## config.mk

```make
export PLATFORM = sky130hd
export DESIGN_NAME = icache
export DESIGN_NICKNAME = d
export VERILOG_FILES = /design/src/rtl/icache_pkg.sv /design/src/rtl/icache_if.sv /design/src/rtl/icache_refill_ctrl.sv /design/src/rtl/icache.sv
export SDC_FILE = /design/constraint.sdc
export NUM_CORES = 2
export LEC_CHECK = 0
export CAP_MARGIN = 10
export CORE_UTILIZATION = 55
export CTS_CLUSTER_DIAMETER = 120
export DETAILED_ROUTE_END_ITERATION = 12
export PLACE_DENSITY = 0.7
export SLEW_MARGIN = 20
export SYNTH_ARGS = -nofsm -noshare
export SYNTH_HDL_FRONTEND = slang
export SYNTH_HIERARCHICAL = 1
export SYNTH_SLANG_ARGS = --single-unit
```

## constraint.sdc

```tcl
create_clock -name clk -period 5.3 [get_ports clk]
set_clock_uncertainty 0.15 [all_clocks]
set_input_delay 1.06 -clock clk [delete_from_list [all_inputs] [get_ports clk]]
set_output_delay 1.06 -clock clk [all_outputs]
set_load 0.01 [all_outputs]
```

## src/rtl/icache_pkg.sv

```systemverilog
// Shared types and address-field constants for the direct-mapped instruction cache.
package icache_pkg;

    localparam int SETS_DEF  = 16;
    localparam int WORDS_DEF = 4;

    localparam int WORD_LO = 2;
    localparam int WORD_HI = 3;
    localparam int IDX_LO  = 4;
    localparam int IDX_HI  = 7;
    localparam int TAG_LO  = 8;
    localparam int TAG_HI  = 31;

    localparam int IDX_W  = IDX_HI - IDX_LO + 1;
    localparam int TAG_W  = TAG_HI - TAG_LO + 1;
    localparam int LINE_W = 32 - IDX_LO;

    typedef enum logic [1:0] {
        S_IDLE   = 2'd0,
        S_REFILL = 2'd1,
        S_RESUME = 2'd2
    } state_e;

endpackage

```

## src/rtl/icache_if.sv

```systemverilog
// Word-read memory bus: the cache side is master, the memory side is slave.
interface icache_mem_if;

    logic        req;
    logic [31:0] addr;
    logic [31:0] rdata;
    logic        rvalid;

    modport master (output req, output addr, input rdata, input rvalid);
    modport slave  (input req, input addr, output rdata, output rvalid);

endinterface

```

## src/rtl/icache_refill_ctrl.sv

```systemverilog
// Line refill sequencer: four in-order word reads with a req/rvalid handshake.
module icache_refill_ctrl
    import icache_pkg::*;
(
    input  logic              clk,
    input  logic              rst,
    input  logic              start_i,
    input  logic [LINE_W-1:0] line_i,
    icache_mem_if.master      mem,
    output logic [1:0]        beat_o,
    output logic              wr_o,
    output logic              done_o,
    output logic [LINE_W-1:0] line_o
);

    logic              req_q, req_d;
    logic [1:0]        beat_q, beat_d;
    logic [LINE_W-1:0] line_q, line_d;
    logic              ack;

    assign ack      = req_q && mem.rvalid;
    assign mem.req  = req_q;
    assign mem.addr = {line_q, beat_q, 2'b00};
    assign beat_o   = beat_q;
    assign wr_o     = ack;
    assign done_o   = ack && (beat_q == 2'd3);
    assign line_o   = line_q;

    always_comb begin
        req_d  = req_q;
        beat_d = beat_q;
        line_d = line_q;
        if (start_i) begin
            req_d  = 1'b1;
            beat_d = 2'd0;
            line_d = line_i;
        end else if (ack) begin
            beat_d = beat_q + 2'd1;
            if (beat_q == 2'd3) begin
                req_d = 1'b0;
            end
        end
    end

    always_ff @(posedge clk) begin
        if (rst) begin
            req_q  <= 1'b0;
            beat_q <= 2'd0;
            line_q <= '0;
        end else begin
            req_q  <= req_d;
            beat_q <= beat_d;
            line_q <= line_d;
        end
    end

endmodule

```

## src/rtl/icache.sv

```systemverilog
// Direct-mapped instruction cache with one-cycle hit latency and
// blocking refill; a redirect seen during refill is replayed afterwards.
module icache
    import icache_pkg::*;
#(
    parameter int SETS  = SETS_DEF,
    parameter int WORDS = WORDS_DEF
) (
    input  logic        clk,
    input  logic        rst,
    input  logic [31:0] if_pc_icache_i,
    input  logic        if_req_icache_i,
    input  logic        if_jump_icache_i,
    output logic [31:0] icache_inst_o,
    output logic        icache_inst_valid_o,
    output logic        icache_busy_fc_o,
    output logic        icache_req_again_if_o,
    output logic        mem_req_o,
    output logic [31:0] mem_addr_o,
    input  logic [31:0] mem_rdata_i,
    input  logic        mem_rvalid_i
);

    icache_mem_if mem_if ();

    assign mem_req_o     = mem_if.req;
    assign mem_addr_o    = mem_if.addr;
    assign mem_if.rdata  = mem_rdata_i;
    assign mem_if.rvalid = mem_rvalid_i;

    state_e            state_q, state_d;
    logic [SETS-1:0]   valid_q, valid_d;
    logic              pend_q, pend_d;
    logic [31:0]       pend_pc_q, pend_pc_d;
    logic [31:0]       inst_q, inst_d;
    logic              inst_valid_q, inst_valid_d;

    logic [TAG_W-1:0]  tag_q  [SETS];
    logic [31:0]       data_q [SETS][WORDS];

    logic [31:0]       lk_pc;
    logic [IDX_W-1:0]  lk_idx;
    logic [TAG_W-1:0]  lk_tag;
    logic [1:0]        lk_word;
    logic              lk_go;
    logic              hit;
    logic              start;

    logic [1:0]        fill_beat;
    logic              fill_wr;
    logic              fill_done;
    logic [LINE_W-1:0] fill_line;
    logic [IDX_W-1:0]  fill_idx;
    logic [TAG_W-1:0]  fill_tag;
    logic              unused_bits;

    icache_refill_ctrl u_refill (
        .clk     (clk),
        .rst     (rst),
        .start_i (start),
        .line_i  (lk_pc[31:IDX_LO]),
        .mem     (mem_if.master),
        .beat_o  (fill_beat),
        .wr_o    (fill_wr),
        .done_o  (fill_done),
        .line_o  (fill_line)
    );

    // In RESUME the lookup port is borrowed by the replayed redirect.
    assign lk_pc   = (state_q == S_RESUME) ? pend_pc_q : if_pc_icache_i;
    assign lk_idx  = lk_pc[IDX_HI:IDX_LO];
    assign lk_tag  = lk_pc[TAG_HI:TAG_LO];
    assign lk_word = lk_pc[WORD_HI:WORD_LO];
    assign lk_go   = ((state_q == S_IDLE) && if_req_icache_i)
                  || ((state_q == S_RESUME) && pend_q);
    assign hit     = valid_q[lk_idx] && (tag_q[lk_idx] == lk_tag);

    assign fill_idx    = fill_line[IDX_W-1:0];
    assign fill_tag    = fill_line[LINE_W-1:IDX_W];
    assign unused_bits = ^lk_pc[1:0];

    assign icache_inst_o         = inst_q;
    assign icache_inst_valid_o   = inst_valid_q;
    assign icache_busy_fc_o      = (state_q == S_REFILL);
    assign icache_req_again_if_o = (state_q == S_RESUME) && !pend_q;

    always_comb begin
        state_d      = state_q;
        valid_d      = valid_q;
        pend_d       = pend_q;
        pend_pc_d    = pend_pc_q;
        start        = 1'b0;
        inst_valid_d = lk_go && hit;
        inst_d       = (lk_go && hit) ? data_q[lk_idx][lk_word] : inst_q;
        unique case (state_q)
            S_IDLE: begin
                if (lk_go && !hit) begin
                    start   = 1'b1;
                    state_d = S_REFILL;
                end
            end
            S_REFILL: begin
                if (if_req_icache_i && if_jump_icache_i) begin
                    pend_d    = 1'b1;
                    pend_pc_d = if_pc_icache_i;
                end
                if (fill_done) begin
                    valid_d[fill_idx] = 1'b1;
                    state_d           = S_RESUME;
                end
            end
            S_RESUME: begin
                pend_d  = 1'b0;
                state_d = S_IDLE;
                if (lk_go && !hit) begin
                    start   = 1'b1;
                    state_d = S_REFILL;
                end
            end
            default: state_d = S_IDLE;
        endcase
    end

    always_ff @(posedge clk) begin
        if (rst) begin
            state_q      <= S_IDLE;
            valid_q      <= '0;
            pend_q       <= 1'b0;
            pend_pc_q    <= '0;
            inst_q       <= '0;
            inst_valid_q <= 1'b0;
        end else begin
            state_q      <= state_d;
            valid_q      <= valid_d;
            pend_q       <= pend_d;
            pend_pc_q    <= pend_pc_d;
            inst_q       <= inst_d;
            inst_valid_q <= inst_valid_d;
        end
    end

    // Arrays carry no reset; the valid bits alone qualify their contents.
    always_ff @(posedge clk) begin
        if (fill_wr && !rst) begin
            data_q[fill_idx][fill_beat] <= mem_if.rdata;
        end
        if (fill_done && !rst) begin
            tag_q[fill_idx] <= fill_tag;
        end
    end

endmodule

```

* After elaboration in Yosys (flattened, before gate mapping)
Memories as Yosys holds them, arrays and structs flattened. Cells that the tools add are included.
Operators by class: add/sub/neg operators 1, $lt $le $gt $ge 6, equal/unequal tests 7, multiplexer cells 25, bitwise operators 3, reductions and logical operators 28
Operators by type and width (number):
- 128-bit two-way mux | 1
- 32-bit two-way mux | 4
- 32-bit binary-select mux with 2-bit select | 1
- 32-bit demux with 2-bit select | 1
- 24-bit equality test | 1
- 16-bit OR | 1
- 1-bit logical AND | 13
- 1-bit two-way mux | 12
- 4-bit by 5-bit less-than comparator with 1-bit output (second input constant) | 2
- 2-bit AND reduction | 5
- 3-bit >= comparator (second input constant) | 2
- 2-bit by 1-bit != test with 1-bit output (second input constant) | 3
- 2-bit inverter with 3-bit output | 2
- 2-bit one-hot mux with 3 select lines | 1
- 2-bit nonzero test | 3
- 1-bit binary-select mux with 4-bit select | 1
- 1-bit demux with 4-bit select | 1
- 2-bit equality test (second input constant) | 2
- 4-bit by 1-bit >= comparator with 1-bit output (second input constant) | 1
- 2-bit two-way mux | 2
- 2-bit OR reduction | 2
- 1-bit zero test | 3
- 3-bit by 1-bit less-than comparator with 1-bit output (second input constant) | 1
- 2-bit by 1-bit adder with 2-bit output (second input constant) | 1
- other kinds (4) | 4
Word-level totals: register bits 115, bits in writable memories 2432, bits of input ports 69, output and inout port bits 68, word-level logic and storage cells 81, memories kept 2
Memories:
- data_q | depth 16, bits a word 128, rd ports 1, clocked after Yosys merged registers in 0, wr ports 1, RTL line icache.sv:39 | logic [31:0] data_q [SETS][WORDS];
- tag_q | depth 16, bits a word 24, rd ports 1, clocked after Yosys merged registers in 0, wr ports 1, RTL line icache.sv:38 | logic [TAG_W-1:0] tag_q [SETS];

* Depth between registers and ports, before layout
depth after elaboration 11, gate-level depth with buffers 19, mapped depth without buffers 13

* Cells and area by module
Netlist, hierarchy kept.
By module, submodules not included:
- icache | times used 1, cells each 7368, area an instance 101163.3 um^2, sequential area each 74671.6 um^2
- icache_refill_ctrl | times used 1, cells each 139, area an instance 1396.3 um^2, sequential area each 620.6 um^2

* Least setup slack after synthesis
OpenSTA, ideal clock, no wires.
path kind in2reg, from input if_pc_icache_i[4], to register u_refill.beat_q[0] (netlist: u_refill/beat_o[0]), library setup time 0.066 ns, data arrival time 3.957 ns, data required time 5.084 ns, path slack 1.127 ns, cell stages on the path 17, buffers on the path 5, cells stage by stage clkbuf_1 > inv_1 > clkbuf_1 > clkbuf_1 > o211a_1 > a211oi_1 > a2111oi_0 > mux2i_1 > xnor2_1 > nor4_2 > nand3_1 > o21ai_1 > inv_1 > buf_2 > buf_6 > or2_4 > a21oi_2
Between the ends: word-level cells in the longest chain between the ends 9, elaborated cells between the ends (all ways) 11, classes of those cells eq/ne: 1; mux: 5; reduce/logical: 4; memory: 1
RTL lines:
- from (decl) | RTL line icache.sv:11 | input logic [31:0] if_pc_icache_i,
- 32-bit two-way mux (*) | RTL line icache.sv:70 | assign lk_pc = (state_q == S_RESUME) ? pend_pc_q : if_pc_icache_i;
- memory read 16 x 24 bit / 1-bit binary-select mux with 4-bit select (equally long branches)
- 24-bit equality test / 1-bit two-way mux (equally long branches) | RTL line icache.sv:76 | assign hit = valid_q[lk_idx] && (tag_q[lk_idx] == lk_tag);
- 1-bit logical AND (*) | RTL line icache.sv:76
- 1-bit zero test (*) | RTL line icache.sv:97, icache.sv:115
- 1-bit logical AND (*) | RTL line icache.sv:97, icache.sv:115
- 1-bit two-way mux (*) | RTL line icache.sv:97, icache.sv:115
- 1-bit two-way mux (*)
- via start | RTL line icache.sv:47 | logic start;
- 2-bit OR reduction (no source line) (*)
- to (signal assigned) | RTL line icache_refill_ctrl.sv:52 | beat_q <= beat_d;
- to (decl) | RTL line icache_refill_ctrl.sv:17 | logic [1:0] beat_q, beat_d;
Mark *: on every way through the listed nets, which the timed path passes. The rest lies on a longest branch. The select of a mux whose other input is x is not followed. A chain may end at the register's enable or synchronous reset.

* Final worst setup path
from register state_q[0], to register u_refill.beat_q[1] (netlist: u_refill/beat_o[1])
Between the ends: word-level cells in the longest chain between the ends 10, elaborated cells between the ends (all ways) 17, classes of those cells eq/ne: 2; mux: 5; reduce/logical: 9; memory: 1
RTL lines:
- from (decl) | RTL line icache.sv:31 | state_e state_q, state_d;
- from (signal assigned) | RTL line icache.sv:133 | state_q <= state_d;
- 2-bit equality test | RTL line icache.sv:70, icache.sv:75, icache.sv:95
- 32-bit two-way mux | RTL line icache.sv:70
- memory read 16 x 24 bit / 1-bit binary-select mux with 4-bit select (equally long branches)
- 24-bit equality test / 1-bit two-way mux (equally long branches) | RTL line icache.sv:76
- 1-bit logical AND | RTL line icache.sv:76
- 1-bit zero test | RTL line icache.sv:97, icache.sv:115
- 1-bit logical AND | RTL line icache.sv:97, icache.sv:115
- 1-bit two-way mux | RTL line icache.sv:97, icache.sv:115
- 1-bit two-way mux (*)
- via start | RTL line icache.sv:47
- 2-bit OR reduction (no source line) (*)
Marks and branches as above.

==> results.sh <==
export IMPL_status="complete, no violations"
export IMPL_fill_cells=13300
export IMPL_cellLeakagePower_nw=38.8
export IMPL_maxSlewHeadroom_pct=21.9
export IMPL_vias=65500
export IMPL_worst_pin_slew_ns=1.17
export IMPL_seq_area_frac_synth_pct=73.4
export IMPL_cp_max_fo=57
export IMPL_clkTransAtPathRegs_ns=0.07
export IMPL_synth_distinct_cells=81
export IMPL_startpoint_type="flip-flop"
export IMPL_final_cells=10300
export IMPL_wirelength_mm=281
export IMPL_dr_pass1_iters=6
export IMPL_grt_setup_unrepaired="no"
export IMPL_die_w_um=434
export IMPL_seq_area_um2=75300
export IMPL_overflow=0
export IMPL_crit_start="state_q[0]"
export IMPL_clk_path_buf_depth=3
export IMPL_report_final_setup_viol=0
export IMPL_powerDensity_nw_per_um2=361
export IMPL_nNetsFinal=7637
export IMPL_synthArstFlopShare_pct=0
export IMPL_drive_gt1_share_pct=10.8
export IMPL_io_buffers=132
export IMPL_syn_instance_count=7507
export IMPL_max_freq_mhz=204
export IMPL_utilization_pct=62.5
export IMPL_htreeDepth=4
export IMPL_dieArea_um2=188000
export IMPL_ys_warnings_count=6
export IMPL_coreArea_um2=185000
export IMPL_endpoint="u_refill/beat_o[1]"
export IMPL_worstReg2RegEnd="u_refill/beat_o[1]"
export IMPL_final_antenna_net_count=0
export IMPL_synth_edf_count=2432
export IMPL_viasPerCell=6.38
export IMPL_antenna_found_initial=4
export IMPL_final_cell_mix="2432 x edfxtp_1, 1725 x nand2_1, 527 x nand3_1"
export IMPL_gp_congestion=0.867
export IMPL_rows=158
export IMPL_clock_sinks=2545
export IMPL_cts_repair_resized=0
export IMPL_hold_buffers=0
export IMPL_rr_worst_depth=16
export IMPL_hold_class="flip-flop to flip-flop"
export IMPL_wl_per_cell_um=27.4
export IMPL_whs_ns=0.304
export IMPL_reg2reg_slack_ns=0.41
export IMPL_clk_latency_ns=0.88
export IMPL_cts_tree="done"
export IMPL_final_common_cell="edfxtp_1"
export IMPL_cts_made_buffers=241
export IMPL_finalHoldViolCount=0
export IMPL_worstSetupPathType="flip-flop to flip-flop"
export IMPL_initial_core_util_pct=55.4
export IMPL_place_hpwl_mm=152
export IMPL_worstPathArrival_ns=5.55
export IMPL_setup_ws_ns=0.408
export IMPL_max_cap_violations=0
export IMPL_ys_ff_latch=2545
export IMPL_io_pins=137
export IMPL_crit_path_end_kind="flip-flop"
export IMPL_die_height_um=434
export IMPL_crit_required_ns=5.96
export IMPL_fin_crit_sh_pct=92.3
export IMPL_grtUsageTotal_pct=29.5
export IMPL_place_inst=9804
export IMPL_syn2layout_area_growth_pct=12.9
export IMPL_grt_pass1_vias=62700
export IMPL_syn_area_per_cell_um2=13.7
export IMPL_drt_iter0_markers=8460
export IMPL_multi_input_area_um2=24900
export IMPL_grt_max_degree=169
export IMPL_max_vdd_ir_drop_mv=0.308
export IMPL_cts_root_buf="clkbuf_16"
export IMPL_drv_slew=0
export IMPL_ys_flop_type="edfxtp_1"
export IMPL_drc=0
export IMPL_dp_slack_ns=0.137
export IMPL_setup_tns_ns=0
export IMPL_synth_area_um2=103000
export IMPL_grt_pass1_wl_mm=408
export IMPL_post_cts_repair_setup_buffers=0
export IMPL_reg2reg_from="state_q[0]"
export IMPL_min_period_ns=4.89
## flip-flops by register name, indices dropped and copies added (netlist names)
name	count
pend_q	1
state_q	2
u_refill/mem.req	1
u_refill/beat_o	2
icache_inst_valid_o	1
pend_pc_q	30
data_q	2048
tag_q	384
u_refill/line_o	28
valid_q	16
icache_inst_o	32
## through the flow
stage                     instance area (µm²)  total power, mW
after floorplan                        103000             23.8
after global placement                 108000             24.8
after detailed placement               108000             24.8
after CTS                              116000             41.8
after global routing                   116000             42.8
final                                  116000             41.8
## cell usage after synthesis (4+ instances only)
library cell	n	share of area (%)
a2111oi_0	10	0.085
a211oi_1	278	2.0
a21oi_1	198	0.97
a221oi_1	5	0.043
a22oi_1	70	0.51
a311oi_1	128	1.1
a31oi_1	262	1.6
a32o_1	4	0.039
a32oi_1	128	1.1
and3_1	5	0.030
buf_1	37	0.14
buf_2	53	0.26
buf_4	54	0.40
buf_6	9	0.099
clkbuf_1	413	1.5
dfxtp_1	113	2.2
edfxtp_1	2432	71
inv_1	167	0.61
mux2_2	5	0.055
mux2i_1	382	3.7
mux4_2	11	0.24
nand2_1	1727	6.3
nand2b_1	6	0.037
nand3_1	528	2.6
nand3b_1	9	0.066
nand4_1	4	0.024
nor2_1	175	0.64
nor2b_1	6	0.037
nor3_1	13	0.063
nor3_2	60	0.59
nor4_1	9	0.055
nor4_2	5	0.061
nor4bb_1	4	0.039
o211a_1	15	0.15
o211ai_1	10	0.073
o21ai_0	9	0.044
o22ai_1	50	0.30
o31ai_1	11	0.081
o32ai_1	20	0.17
or3_1	5	0.030
xnor2_1	18	0.15
## critical path: stages (launching register included)
cell	delay, ns
dfxtp_1	0.70
nand2b_4	0.45
a21oi_4	0.17
inv_16	0.31
buf_4	0.46
mux2i_1	0.28
o22ai_1	0.12
nor4_1	0.39
buf_4	0.20
xnor2_1	0.07
a2111oi_2	0.36
nand3_2	0.20
o21ai_1	0.24
inv_2	0.11
buf_12	0.18
or2_4	0.27
a21oi_2	0.11
## final cells by class
type	count	area share (%)
Antenna cell	4	0.00865
Clock buffer	334	5.79
Clock inverter	124	1.13
Inverter	171	0.589
Multi-Input combinational cell	4226	21.5
Sequential cell	2545	65.0
Tap cell	2480	2.68
Timing Repair Buffer	382	3.28
## cells by family (layout without fill, tap and decap cells)
kind of cell               Yosys count  after routing  share of synthesized area [%]
buffers and inverters              737           1011                           3.03
other                                1              6                        0.00366
muxes                              401            401                           4.07
and+or+nand+nor                   2576           2576                           10.7
xor gates and xnor gates            19             19                          0.162
adders and majority gates            1              1                         0.0122
DFF                               2545           2545                           73.4
AOI/OAI and AO/OA                 1227           1227                           8.57
## how the worst min path moves through the flow
stage	startpoint	to	cells past startpoint
finish	pend_pc_q[29]	pend_pc_q[29]	2
global route	pend_pc_q[20]	pend_pc_q[20]	2
CTS	if_pc_icache_i[5]	pend_pc_q[5]	3
detailed placement	pend_pc_q[29]	pend_pc_q[29]	2
global placement	pend_pc_q[22]	pend_pc_q[22]	2
floorplan	pend_pc_q[14]	pend_pc_q[14]	2
## power by group
part           internal (mW)  switching (mW)
combinational          0.662            1.64
clock                   9.87            7.47
sequential              22.0          0.0787
## layer usage
| layer | part of all wire [%] | wire length [µm] | track usage [%] | vias to the layer above |
|---|---|---|---|---|
| li1 | - | - | - | 28400 |
| met4 | 4.2 | 11700 | 12.2 | 2 |
| met1 | 39 | 110000 | 41.0 | 32900 |
| met5 | 0.0039 | 11 | 0 | - |
| met2 | 47 | 132000 | 46.8 | 3578 |
| met3 | 9.7 | 27300 | 4.44 | 603 |
Note: power is estimated with default switching activity, not from simulation.
